===== config.mk =====
export PLATFORM = sky130hd
export DESIGN_NAME = capture_trigger_ctrl
export DESIGN_NICKNAME = d
export VERILOG_FILES = /design/src/rtl/capture_trigger_ctrl_pkg.sv /design/src/rtl/capture_trigger_ctrl_trig_detect.sv /design/src/rtl/capture_trigger_ctrl.sv
export SDC_FILE = /design/constraint.sdc
export NUM_CORES = 1
export LEC_CHECK = 0
export ABC_AREA = 1
export ABC_CLOCK_PERIOD_IN_PS = 2350
export BUFFER_PORTS_ARGS = -buffer_cell sky130_fd_sc_hd__buf_2
export CAP_MARGIN = 20
export CORE_UTILIZATION = 24
export CTS_CLUSTER_DIAMETER = 80
export DETAILED_ROUTE_END_ITERATION = 7
export PLACE_DENSITY = 0.5
export SYNTH_ARGS = -nofsm -noshare
export SYNTH_HDL_FRONTEND = slang
export SYNTH_SLANG_ARGS = --single-unit
export TNS_END_PERCENT = 10

===== constraint.sdc =====
create_clock -name clk -period 2.35 [get_ports clk]
set_input_delay 0.235 -clock clk [delete_from_list [all_inputs] [get_ports clk]]
set_output_delay 0.235 -clock clk [all_outputs]
set_load 0.02 [all_outputs]

===== src/rtl/capture_trigger_ctrl_pkg.sv =====
// capture_trigger_ctrl_pkg: state encoding shared by the capture trigger controller
package capture_trigger_ctrl_pkg;
  typedef enum logic [2:0] {IDLE, PRE, WAIT_TRIG, POST, DONE} state_t;
endpackage


===== src/rtl/capture_trigger_ctrl_trig_detect.sv =====
// trig_detect: previous-sample register and combinational level-crossing flag
module trig_detect (
  input  logic       clk,
  input  logic       rst_n,
  input  logic       clear,
  input  logic       load,
  input  logic [7:0] sample,
  input  logic [7:0] trig_level,
  input  logic       trig_falling,
  output logic       hit
);
  logic [7:0] prev;
  logic       prev_vld;
  always_ff @(posedge clk or negedge rst_n) begin
    if (!rst_n) begin
      prev     <= '0;
      prev_vld <= 1'b0;
    end else if (clear) begin
      prev_vld <= 1'b0;
    end else if (load) begin
      prev     <= sample;
      prev_vld <= 1'b1;
    end
  end
  always_comb hit = prev_vld && (trig_falling ? (prev > trig_level && sample <= trig_level)
                                              : (prev < trig_level && sample >= trig_level));
endmodule


===== src/rtl/capture_trigger_ctrl.sv =====
// capture_trigger_ctrl: circular-buffer capture with pre-trigger window, level trigger and auto force
module capture_trigger_ctrl
  import capture_trigger_ctrl_pkg::*;
#(
  parameter int ADDR_W       = 8,
  parameter int PRETRIG      = 32,
  parameter int AUTO_TIMEOUT = 1024
) (
  input  logic              clk,
  input  logic              rst_n,
  input  logic              sample_tick,
  input  logic [7:0]        sample,
  input  logic [7:0]        trig_level,
  input  logic              trig_falling,
  input  logic              auto_mode,
  input  logic              arm,
  output logic              wr_en,
  output logic [ADDR_W-1:0] wr_addr,
  output logic [7:0]        wr_data,
  output logic              busy,
  output logic              done,
  output logic [ADDR_W-1:0] start_addr,
  output logic              forced
);
  localparam int DEPTH    = 2 ** ADDR_W;
  localparam int POST_LEN = DEPTH - PRETRIG;
  localparam int TW       = $clog2(AUTO_TIMEOUT + 2);
  localparam logic [ADDR_W-1:0] PRE_OFS   = ADDR_W'(PRETRIG);
  localparam logic [ADDR_W-1:0] PRE_LAST  = ADDR_W'(PRETRIG - 1);
  localparam logic [ADDR_W:0]   POST_LAST = (ADDR_W + 1)'(POST_LEN - 1);
  localparam logic [TW-1:0]     T_LAST    = TW'(AUTO_TIMEOUT - 1);
  state_t state, nxt;
  logic [ADDR_W-1:0] ptr;
  logic [ADDR_W:0]   pcnt;
  logic [TW-1:0]     tcnt;
  logic arm_ok, wr, hit, force_ev, fire;
  trig_detect u_trig (
    .clk          (clk),
    .rst_n        (rst_n),
    .clear        (arm_ok),
    .load         (wr),
    .sample       (sample),
    .trig_level   (trig_level),
    .trig_falling (trig_falling),
    .hit          (hit)
  );
  always_comb begin
    busy     = state == PRE || state == WAIT_TRIG || state == POST;
    done     = state == DONE;
    arm_ok   = arm && !busy;
    wr       = sample_tick && busy;
    force_ev = auto_mode && AUTO_TIMEOUT != 0 && tcnt == T_LAST;
    fire     = wr && state == WAIT_TRIG && (hit || force_ev);
  end
  always_comb begin
    nxt = state;
    case (state)
      IDLE, DONE: if (arm) nxt = (PRETRIG == 0) ? WAIT_TRIG : PRE;
      PRE:        if (wr && ptr == PRE_LAST) nxt = WAIT_TRIG;
      WAIT_TRIG:  if (fire) nxt = (POST_LEN == 1) ? DONE : POST;
      POST:       if (wr && pcnt == POST_LAST) nxt = DONE;
      default:    nxt = IDLE;
    endcase
  end
  always_ff @(posedge clk or negedge rst_n) begin
    if (!rst_n) state <= IDLE;
    else        state <= nxt;
  end
  // pcnt counts frame samples from the trigger onward, the trigger itself being sample 1
  always_ff @(posedge clk or negedge rst_n) begin
    if (!rst_n) begin
      ptr        <= '0;
      pcnt       <= '0;
      tcnt       <= '0;
      wr_en      <= 1'b0;
      wr_addr    <= '0;
      wr_data    <= '0;
      start_addr <= '0;
      forced     <= 1'b0;
    end else begin
      wr_en <= wr;
      if (arm_ok) begin
        ptr    <= '0;
        tcnt   <= '0;
        forced <= 1'b0;
      end
      if (wr) begin
        ptr     <= ptr + 1'b1;
        wr_addr <= ptr;
        wr_data <= sample;
      end
      if (wr && state == WAIT_TRIG && tcnt != '1) tcnt <= tcnt + 1'b1;
      if (fire) begin
        start_addr <= ptr - PRE_OFS;
        forced     <= !hit;
        pcnt       <= {{ADDR_W{1'b0}}, 1'b1};
      end else if (wr && state == POST) begin
        pcnt <= pcnt + 1'b1;
      end
    end
  end
endmodule


==> impl_metrics.env, run 1 <==
export IMPL_min_path_type="in2reg"
export IMPL_peakVddDrop_mv=0.469
export IMPL_report_final_slew_viol_count=0
export IMPL_postCtsSetupBuffers=0
export IMPL_die_w_um=121
export IMPL_vias=2753
export IMPL_drt_iter0_drc=119
export IMPL_synth_warnings=0
export IMPL_tightest_slew_ns=0.376
export IMPL_clock_fmax_ghz=0.494
export IMPL_p_leak_nw=2.14
export IMPL_die_area_mm2=0.0146
export IMPL_r2r_end="state[2]"
export IMPL_pre_cts_ws_ns=0.296
export IMPL_cts_buffers=9
export IMPL_synthTopCellsByArea="dfrtp_1 49%, nand2_1 13%, ha_1 7.7%, inv_1 5.3%, nor2_1 3.1%"
export IMPL_run_status="finished, final reports clean"
export IMPL_synth_edf_count=0
export IMPL_finalWirelength_um=7720
export IMPL_layout_drive_gt1_share_pct=19.1
export IMPL_ys_types=32
export IMPL_hold_path_endpoint="u_trig.prev[6]"
export IMPL_yosysSeqAreaShare_pct=48.7
export IMPL_powerDensity_mw_per_mm2=1110
export IMPL_syn2layout_area_growth_pct=22.1
export IMPL_drt_first_pass_iters=4
export IMPL_insertion_delay_ns=0.33
export IMPL_finalSetupViolCount=0
export IMPL_fin_hold_ws_ns=0.152
export IMPL_gr_usage_all_layers_pct=11.7
export IMPL_grt_overflow_total=0
export IMPL_cts_root_buf="clkbuf_16"
export IMPL_grt_pass1_vias=2892
export IMPL_crit_fanout=20
export IMPL_ys_flop_type="dfrtp_1"
export IMPL_cap_violations=0
export IMPL_vias_per_cell=4.27
export IMPL_power_mw=4.60
export IMPL_synthesis_nets=445
export IMPL_gp_congestion=0.775
export IMPL_nNetsFinal=503
export IMPL_slew_headroom_pct=74.9
export IMPL_syn_area_per_cell_um2=8.44
export IMPL_rows=43
export IMPL_synth_top_area_cell="dfrtp_1"
export IMPL_critPathArrivalTime_ns=2.24
export IMPL_yosysTopAreaCellShare_pct=48.7
export IMPL_period_needed_ns=2.02
export IMPL_startpoint_type="flip-flop"
export IMPL_dp_cells=628
export IMPL_grt_pass1_wl_um=13400
export IMPL_clkSlewWorstSetupHoldPaths_ns=0.05
export IMPL_diodes=0
export IMPL_drc=0
export IMPL_async_reset_ff_share_pct=100
export IMPL_die_y_um=121
export IMPL_worst_slack_ns=0.326
export IMPL_ios=50
export IMPL_fin_cells=645
export IMPL_min_from="sample[6]"
export IMPL_drtAntennaViolNets=0
export IMPL_port_buffers=49
export IMPL_cts_sinks=66
export IMPL_grt_antenna_before_repair=0
export IMPL_rsz0062_at_grt="false"
export IMPL_critPathKind="reg2reg"
export IMPL_final_common_cell="nand2_1"
export IMPL_start_util_pct=24.5
export IMPL_worstRegToRegCells=14
export IMPL_netlist_area_mm2=0.00339
export IMPL_hold_path_depth=3
export IMPL_r2r_start="u_trig.prev[7]"
export IMPL_period_share_pct=86.1
export IMPL_fp_coreArea_mm2=0.0138
export IMPL_layout_common_cells="115 x nand2_1, 66 x dfrtp_1, 49 x buf_2"
export IMPL_grt_max_degree=67
export IMPL_clock_skew_ns=0.00810
export IMPL_wl_per_cell_um=12.0
export IMPL_hold_viol=0
export IMPL_setup_tns_ns=0
export IMPL_hpwlAfterDp_um=5610
export IMPL_synth_cells=402
export IMPL_cts_buffer_depth=2
export IMPL_endpoint_kind="flip-flop"
export IMPL_synth_seq_cells=66
export IMPL_r2r_setup_slack_ns=0.33
export IMPL_htree_levels=3
export IMPL_cp_data_required_time_ns=2.57
export IMPL_cts_repair_resized=0
export IMPL_cts_tree="built"
-- worst max-delay path by stage --
stage / start / end / slack [ns] / cells past startpoint
finish: u_trig.prev[7] / state[2] / 0.33 / 14
global route: u_trig.prev[7] / pcnt[5] / 0.04 / 14
CTS: u_trig.prev[7] / pcnt[5] / 0.30 / 13
detailed placement: trig_level[7] / state[1] / 0.30 / 17
global placement: trig_level[7] / state[2] / 0.29 / 17
floorplan: u_trig.prev[7] / state[2] / 0.56 / 14
-- area by class of cell --
cell class / count / area [µm²]
clock buffer: 11 / 233
clock inverter: 5 / 31.3
fill: 1490 / 9680
inverter: 56 / 213
multi-input combinational: 273 / 1490
sequential: 66 / 1650
tap: 180 / 225
timing repair buffer: 54 / 298
-- worst max-delay path, stage by stage (launching register included) --
cell     delay (ns)
dfrtp_1        0.38
ha_1           0.30
a21o_1         0.18
nor2_1         0.13
and2_1         0.14
nand2_1        0.05
nand2_1        0.05
nand3_1        0.11
nand2_1        0.08
nand2_1        0.05
buf_4          0.21
nand2_4        0.09
nand2_2        0.05
nand2_1        0.05
nand2_1        0.04
-- cell usage after synthesis, types with 2 or more instances --
cell type / n
nand2_1: 115
dfrtp_1: 66
inv_1: 48
nor2_1: 28
ha_1: 21
o21ai_0: 19
nand3_1: 17
a21oi_1: 13
xor2_1: 10
o21ai_1: 9
inv_2: 7
o22ai_1: 7
nor3_1: 6
clkbuf_1: 4
nand4_1: 4
nand2_2: 3
xnor2_1: 3
and2_1: 2
buf_2: 2
nand2_4: 2
nor2_2: 2
nor3_2: 2
o21a_1: 2
or2_2: 2
-- where the power goes --
part	leakage, nW	switching [mW]	internal [mW]
Sequential	0.860	0.230	1.50
Combinational	1.15	1.09	0.585
Clock	0.129	0.482	0.709
Total	2.14	1.80	2.80
-- cell families (layout without fill, tap and decap cells) --
group,Yosys count,count (layout),share of synthesized area [%]
simple gates,187,187,24.4
flops,66,66,48.7
buf+inv,63,126,7.34
compound gates,52,52,8.48
fa+ha+maj,21,21,7.74
xor+xnor,13,13,3.36
-- metrics by stage --
step,cell area [µm²],utilization [%]
final,4140,30.0
after CTS,4140,30.0
after floorplan,3390,-
after global routing,4140,30.0
after global placement,3870,28.0
after detailed placement,3870,28.0
-- timing repair --
action | 4_1_cts | 5_1_grt
hold buffers | 1 | 0
endpoints found under the hold margin | 66 | 0
setup endpoints to repair | 0 | 0
-- flip-flops by register name, summed over array words and instances, names as in the netlist, 3 cells and up --
register	count
ptr	8
tcnt	11
start_addr	8
pcnt	9
state	3
wr_data	8
u_trig.prev	8
wr_addr	8
-- per-layer routing --
metal / global-route usage [%] / routed length (µm)
met5: 0 / 0
met4: 4.09 / 102
met3: 3.99 / 379
met2: 18.9 / 3510
met1: 14.5 / 3730
(Power assumes the default switching activity.)
==> inputs of run 2 (changes only) <==
- CORE_MARGIN: default -> 3
- REMOVE_ABC_BUFFERS: default -> 1
==> run 2 against run 1 <==
Effect of this change: sequential power about the same; combinational power about the same; critical path depth unchanged; maximum frequency rose by 1.3%; largest power group unchanged; critical endpoint is now start_addr[0]; die area grew 6.7%.
==> impl_metrics.env, run 2 (synthesis gave the netlist of run 1 again) <==
export IMPL_clock_skew_ns=0.00958
export IMPL_worstRegToRegCells=14
export IMPL_top_register="tcnt"
export IMPL_syn2layout_area_growth_pct=22.6
export IMPL_dp_cells=625
export IMPL_power_mw=4.68
export IMPL_cts_buffers=9
export IMPL_nNetsFinal=504
export IMPL_cts_buffer_depth=2
export IMPL_drt_iter0_drc=90
export IMPL_grt_antenna_before_repair=1
export IMPL_vias_per_cell=4.18
export IMPL_grt_max_degree=39
export IMPL_startpoint_type="flip-flop"
export IMPL_diodes=0
export IMPL_rows=42
export IMPL_hpwlAfterDp_um=5620
export IMPL_critPathKind="reg2reg"
export IMPL_die_y_um=125
export IMPL_ios=50
export IMPL_cts_tree="built"
export IMPL_drtAntennaViolNets=0
export IMPL_powerDensity_mw_per_mm2=1120
export IMPL_clkSlewWorstSetupHoldPaths_ns=0.06
export IMPL_start_util_pct=25.0
export IMPL_cts_root_buf="clkbuf_16"
export IMPL_crit_family="simple AND/OR/NAND/NOR gates"
export IMPL_largest_reg_flops=11
export IMPL_layout_common_cells="114 x nand2_1, 66 x dfrtp_1, 49 x buf_2"
export IMPL_fin_cells=642
export IMPL_post_dp_cell_area_mm2=0.00386
export IMPL_die_w_um=125
export IMPL_drc=0
export IMPL_tightest_slew_ns=0.495
export IMPL_finalSetupViolCount=0
export IMPL_htree_levels=3
export IMPL_final_common_cell="nand2_1"
export IMPL_slew_headroom_pct=67.0
export IMPL_min_path_type="in2reg"
export IMPL_p_leak_nw=2.15
export IMPL_period_needed_ns=2.00
export IMPL_critPathBufInv=1
export IMPL_port_buffers=49
export IMPL_report_final_slew_viol_count=0
export IMPL_wl_per_cell_um=11.8
export IMPL_endpoint="start_addr[0]"
export IMPL_grt_overflow_total=0
export IMPL_period_share_pct=85.0
export IMPL_cp_depth=14
export IMPL_cp_common_cell="nand2_1"
export IMPL_cp_data_required_time_ns=2.61
export IMPL_vias=2683
export IMPL_gr_usage_all_layers_pct=10.5
export IMPL_crit_chain="ha_1 > nand2_1 > nor2_1 > nand3_1 > nor2_1 > a21oi_1 > nand2_1 > nand2_1 > nand3_1 > nand2_1 > nand2_2 > buf_4 > nand2_1 > o21ai_1"
export IMPL_postCtsSetupBuffers=0
export IMPL_cap_violations=0
export IMPL_r2r_end="start_addr[0]"
export IMPL_insertion_delay_ns=0.33
export IMPL_cts_sinks=66
export IMPL_gp_congestion=0.765
export IMPL_startpoint="u_trig.prev[7]"
export IMPL_layout_drive_gt1_share_pct=20.0
export IMPL_cp_slowest_cell="dfrtp_1"
export IMPL_finalWirelength_um=7570
export IMPL_largestRegisters="tcnt (11), pcnt (9)"
export IMPL_endpoint_kind="flip-flop"
export IMPL_die_area_mm2=0.0156
export IMPL_hold_viol=0
export IMPL_max_stage_delay_ns=0.38
export IMPL_run_status="finished, final reports clean"
export IMPL_r2r_setup_slack_ns=0.35
export IMPL_rsz0062_at_grt="false"
export IMPL_r2r_start="u_trig.prev[7]"
export IMPL_setup_tns_ns=0
export IMPL_grt_pass1_wl_um=13300
export IMPL_drt_first_pass_iters=6
export IMPL_postLayoutCellArea_mm2=0.00416
export IMPL_crit_fanout=16
export IMPL_fp_coreArea_mm2=0.0136
export IMPL_clock_fmax_ghz=0.501
export IMPL_peakVddDrop_mv=0.508
export IMPL_grt_pass1_vias=2796
export IMPL_critPathArrivalTime_ns=2.25
## run 2: cell count changes in the layout (fill, tap and decap cells not counted)
cell        delta
inv_6          +1
clkbuf_1       -2
clkbuf_8       +2
clkinv_4       -1
clkinvlp_4     +2
buf_12         -1
nand2_1        -1
clkinv_2       -2
buf_4          +2
nand2_2        +1
## run 2: timing repair
action | CTS | global route
endpoints found under the setup margin | 0 | 1
resized for setup | 0 | 1
hold buffers | 1 | 0
endpoints found under the hold margin | 28 | 0
## run 2: routing by layer
layer  part of all wire (%)  global-route usage [%]  routed length, µm
met5                   0.17                       0                 13
met4                    1.9                    4.02                143
met3                    4.6                    3.34                345
met2                     47                    17.1               3570
met1                     46                    12.9               3500
## run 2: how the worst min path moves through the flow
stage	startpoint	endpoint	slack, ns	cells after the start
floorplan	rst_n	forced	-0.06	0
global placement	rst_n	tcnt[5]	0.31	2
detailed placement	rst_n	tcnt[5]	0.31	2
CTS	sample[0]	wr_data[0]	0.13	3
global route	sample[7]	u_trig.prev[7]	0.15	3
finish	sample[0]	wr_data[0]	0.14	3
## run 2: area by class of cell
class	count	area [µm²]
flip-flops and latches	66	1650
clock inverters	5	36.3
fillers	1482	9400
multi-input cells	273	1500
well taps	176	220
repair buffers	55	293
inverters	56	213
clock buffers	11	253
## run 2: power by group
group / switching (mW) / internal, mW
logic: 1.08 / 0.582
registers: 0.222 / 1.50
clock network: 0.515 / 0.773
## run 2: worst min-delay path: cells and delay by family
family / cells / cell delay, ns
buffers and inverters: 1 / 0.09
and+or+nand+nor: 2 / 0.11
## run 2: metrics by stage
step | hold WS (ns) | util (%) | setup WS, ns
after floorplan | -0.0606 | - | 0.318
after global placement | 0.308 | 28.5 | 0.279
after detailed placement | 0.313 | 28.5 | 0.243
after CTS | 0.134 | 30.7 | 0.219
after global routing | 0.151 | 30.7 | 0.112
final | 0.142 | 30.7 | 0.352
==> inputs of run 3 (changes only) <==
- CORE_UTILIZATION: 24 -> 49
- PLACE_DENSITY: 0.5 -> 0.8
==> run 3 against run 2 <==
Effect of this change: count of clock-buffer cells in the layout rose by 1; power fell by 9.0%; sequential share of layout area rose by 2.4 points; worst setup slack got worse by 0.052 ns; global-route usage rose by 9.0 points; cell count fell by 16%; critical endpoint is now state[2]; largest cell class unchanged.
==> impl_metrics.env, run 3 (synthesis gave the netlist of run 1 again) <==
export IMPL_start_util_pct=52.0
export IMPL_slew_headroom_pct=64.7
export IMPL_seqCellArea_mm2=0.00165
export IMPL_htree_levels=3
export IMPL_drt_iter0_drc=156
export IMPL_r2r_start="u_trig.prev[3]"
export IMPL_p_leak_nw=2.10
export IMPL_peakVddDrop_mv=0.715
export IMPL_cp_depth=17
export IMPL_hold_viol=0
export IMPL_wl_per_cell_um=12.8
export IMPL_critPathKind="reg2reg"
export IMPL_grt_antenna_before_repair=0
export IMPL_cts_buffer_depth=2
export IMPL_rows=29
export IMPL_crit_fanout=20
export IMPL_largestRegisters="tcnt (11), pcnt (9)"
export IMPL_cts_sinks=66
export IMPL_rsz0062_at_grt="false"
export IMPL_run_status="finished, final reports clean"
export IMPL_critPathArrivalTime_ns=2.28
export IMPL_min_from="sample[5]"
export IMPL_hpwlAfterDp_um=5110
export IMPL_worstRegToRegCells=17
export IMPL_largest_reg_flops=11
export IMPL_fp_coreArea_mm2=0.00653
export IMPL_setup_tns_ns=0
export IMPL_syn2layout_area_growth_pct=15.8
export IMPL_endpoint_kind="flip-flop"
export IMPL_ios=50
export IMPL_crit_chain="ha_1 > nand2_1 > inv_1 > nand2_1 > nand2_1 > nand2_1 > a21oi_1 > nand2_1 > nand2_1 > nand3_1 > nand2_1 > nand2_1 > buf_4 > nand2_4 > nand2_2 > nand2_1 > nand2_1"
export IMPL_top_register="tcnt"
export IMPL_period_needed_ns=2.05
export IMPL_cts_buffers=9
export IMPL_min_path_type="in2reg"
export IMPL_fill_cells=582
export IMPL_critPathBufInv=2
export IMPL_vias=2735
export IMPL_clock_skew_ns=0.00994
export IMPL_cts_repair_resized=0
export IMPL_diodes=0
export IMPL_r2r_setup_slack_ns=0.30
export IMPL_layout_common_cells="115 x nand2_1, 66 x dfrtp_1, 49 x buf_2"
export IMPL_power_mw=4.26
export IMPL_grt_pass1_vias=2752
export IMPL_nNetsFinal=503
export IMPL_r2r_end="state[2]"
export IMPL_startpoint_type="flip-flop"
export IMPL_drt_first_pass_iters=4
export IMPL_fin_hold_ws_ns=0.134
export IMPL_max_stage_delay_ns=0.40
export IMPL_insertion_delay_ns=0.34
export IMPL_die_area_mm2=0.00796
export IMPL_drc=0
export IMPL_grt_overflow_total=0
export IMPL_die_y_um=89.2
export IMPL_vias_per_cell=5.06
export IMPL_clkSlewWorstSetupHoldPaths_ns=0.07
export IMPL_cts_root_buf="clkbuf_8"
export IMPL_hold_path_depth=3
export IMPL_tightest_slew_ns=0.530
export IMPL_port_buffers=49
export IMPL_die_w_um=89.2
export IMPL_cp_data_required_time_ns=2.58
export IMPL_cap_violations=0
export IMPL_cp_common_cell="nand2_1"
export IMPL_final_common_cell="nand2_1"
export IMPL_powerDensity_mw_per_mm2=1080
export IMPL_cts_tree="built"
export IMPL_grt_max_degree=45
export IMPL_cp_slowest_cell="dfrtp_1"
export IMPL_gp_congestion=0.792
export IMPL_clock_fmax_ghz=0.488
export IMPL_report_final_slew_viol_count=0
export IMPL_period_share_pct=87.2
export IMPL_gr_usage_all_layers_pct=19.4
export IMPL_drtAntennaViolNets=0
export IMPL_finalSetupViolCount=0
export IMPL_layout_drive_gt1_share_pct=19.2
export IMPL_finalWirelength_um=6890
export IMPL_hold_path_endpoint="u_trig.prev[5]"
export IMPL_crit_family="simple AND/OR/NAND/NOR gates"
export IMPL_grt_pass1_wl_um=12000
export IMPL_multi_input_area_mm2=0.00149
==> run 3: cell count changes in the layout (fill, tap and decap cells not counted) <==
cell        before  now
buf_12           0    1
buf_4            5    3
clkbuf_16        9    0
clkbuf_8         2   12
clkinvlp_4       3    1
inv_6            1    0
nand2_1        114  115
nand2_2          4    3
==> run 3: cell type report <==
| cell class | instances | area share, % |
|---|---|---|
| flip-flops and latches | 66 | 42.0 |
| multi-input cells | 273 | 38.0 |
| clock buffers | 12 | 4.20 |
| clock inverters | 2 | 0.318 |
| well taps | 77 | 2.45 |
| repair buffers | 54 | 7.58 |
| inverters | 56 | 5.41 |
==> run 3: how the worst max path moves through the flow <==
stage                        start       end  slack [ns]
finish              u_trig.prev[3]  state[2]        0.30
global placement     trig_level[7]  state[2]        0.40
floorplan           u_trig.prev[7]  state[2]        0.32
detailed placement  u_trig.prev[3]  state[2]        0.31
global route        u_trig.prev[5]   pcnt[5]        0.14
CTS                 u_trig.prev[3]   pcnt[5]        0.30
==> run 3: routing by layer <==
layer	wire length (µm)	vias to the layer above	global-route usage, %
li1	-	1400	-
met1	3060	1270	23.5
met2	3470	54	33.4
met3	276	11	5.16
met4	83	0	6.63
met5	0	-	0
==> run 3: power by group <==
group	leakage [nW]	total, mW	internal [mW]	switching (mW)
registers	0.860	1.73	1.50	0.225
logic	1.15	1.67	0.586	1.09
clock network	0.0903	0.857	0.456	0.402
==> run 3: what timing repair did <==
action                                  in CTS  in global routing
endpoints found under the setup margin       0                  0
hold buffers                                 1                  0
buffers inserted                             0                  0
hold endpoints to repair                    22                  0
==> run 3: metrics by stage <==
| stage | std cells | area (µm²) | setup WS, ns | util, % |
|---|---|---|---|---|
| floorplan | 395 | 3360 | 0.318 | - |
| global placement | 525 | 3740 | 0.397 | 57.3 |
| detailed placement | 525 | 3740 | 0.307 | 57.3 |
| CTS | 540 | 3930 | 0.295 | 60.2 |
| global route | 540 | 3930 | 0.141 | 60.2 |
| finish | 540 | 3930 | 0.300 | 60.2 |
==> run 3: worst min-delay path, stage by stage <==
cell,delay [ns]
buf_2,0.09
nand2_1,0.06
nand2_1,0.05
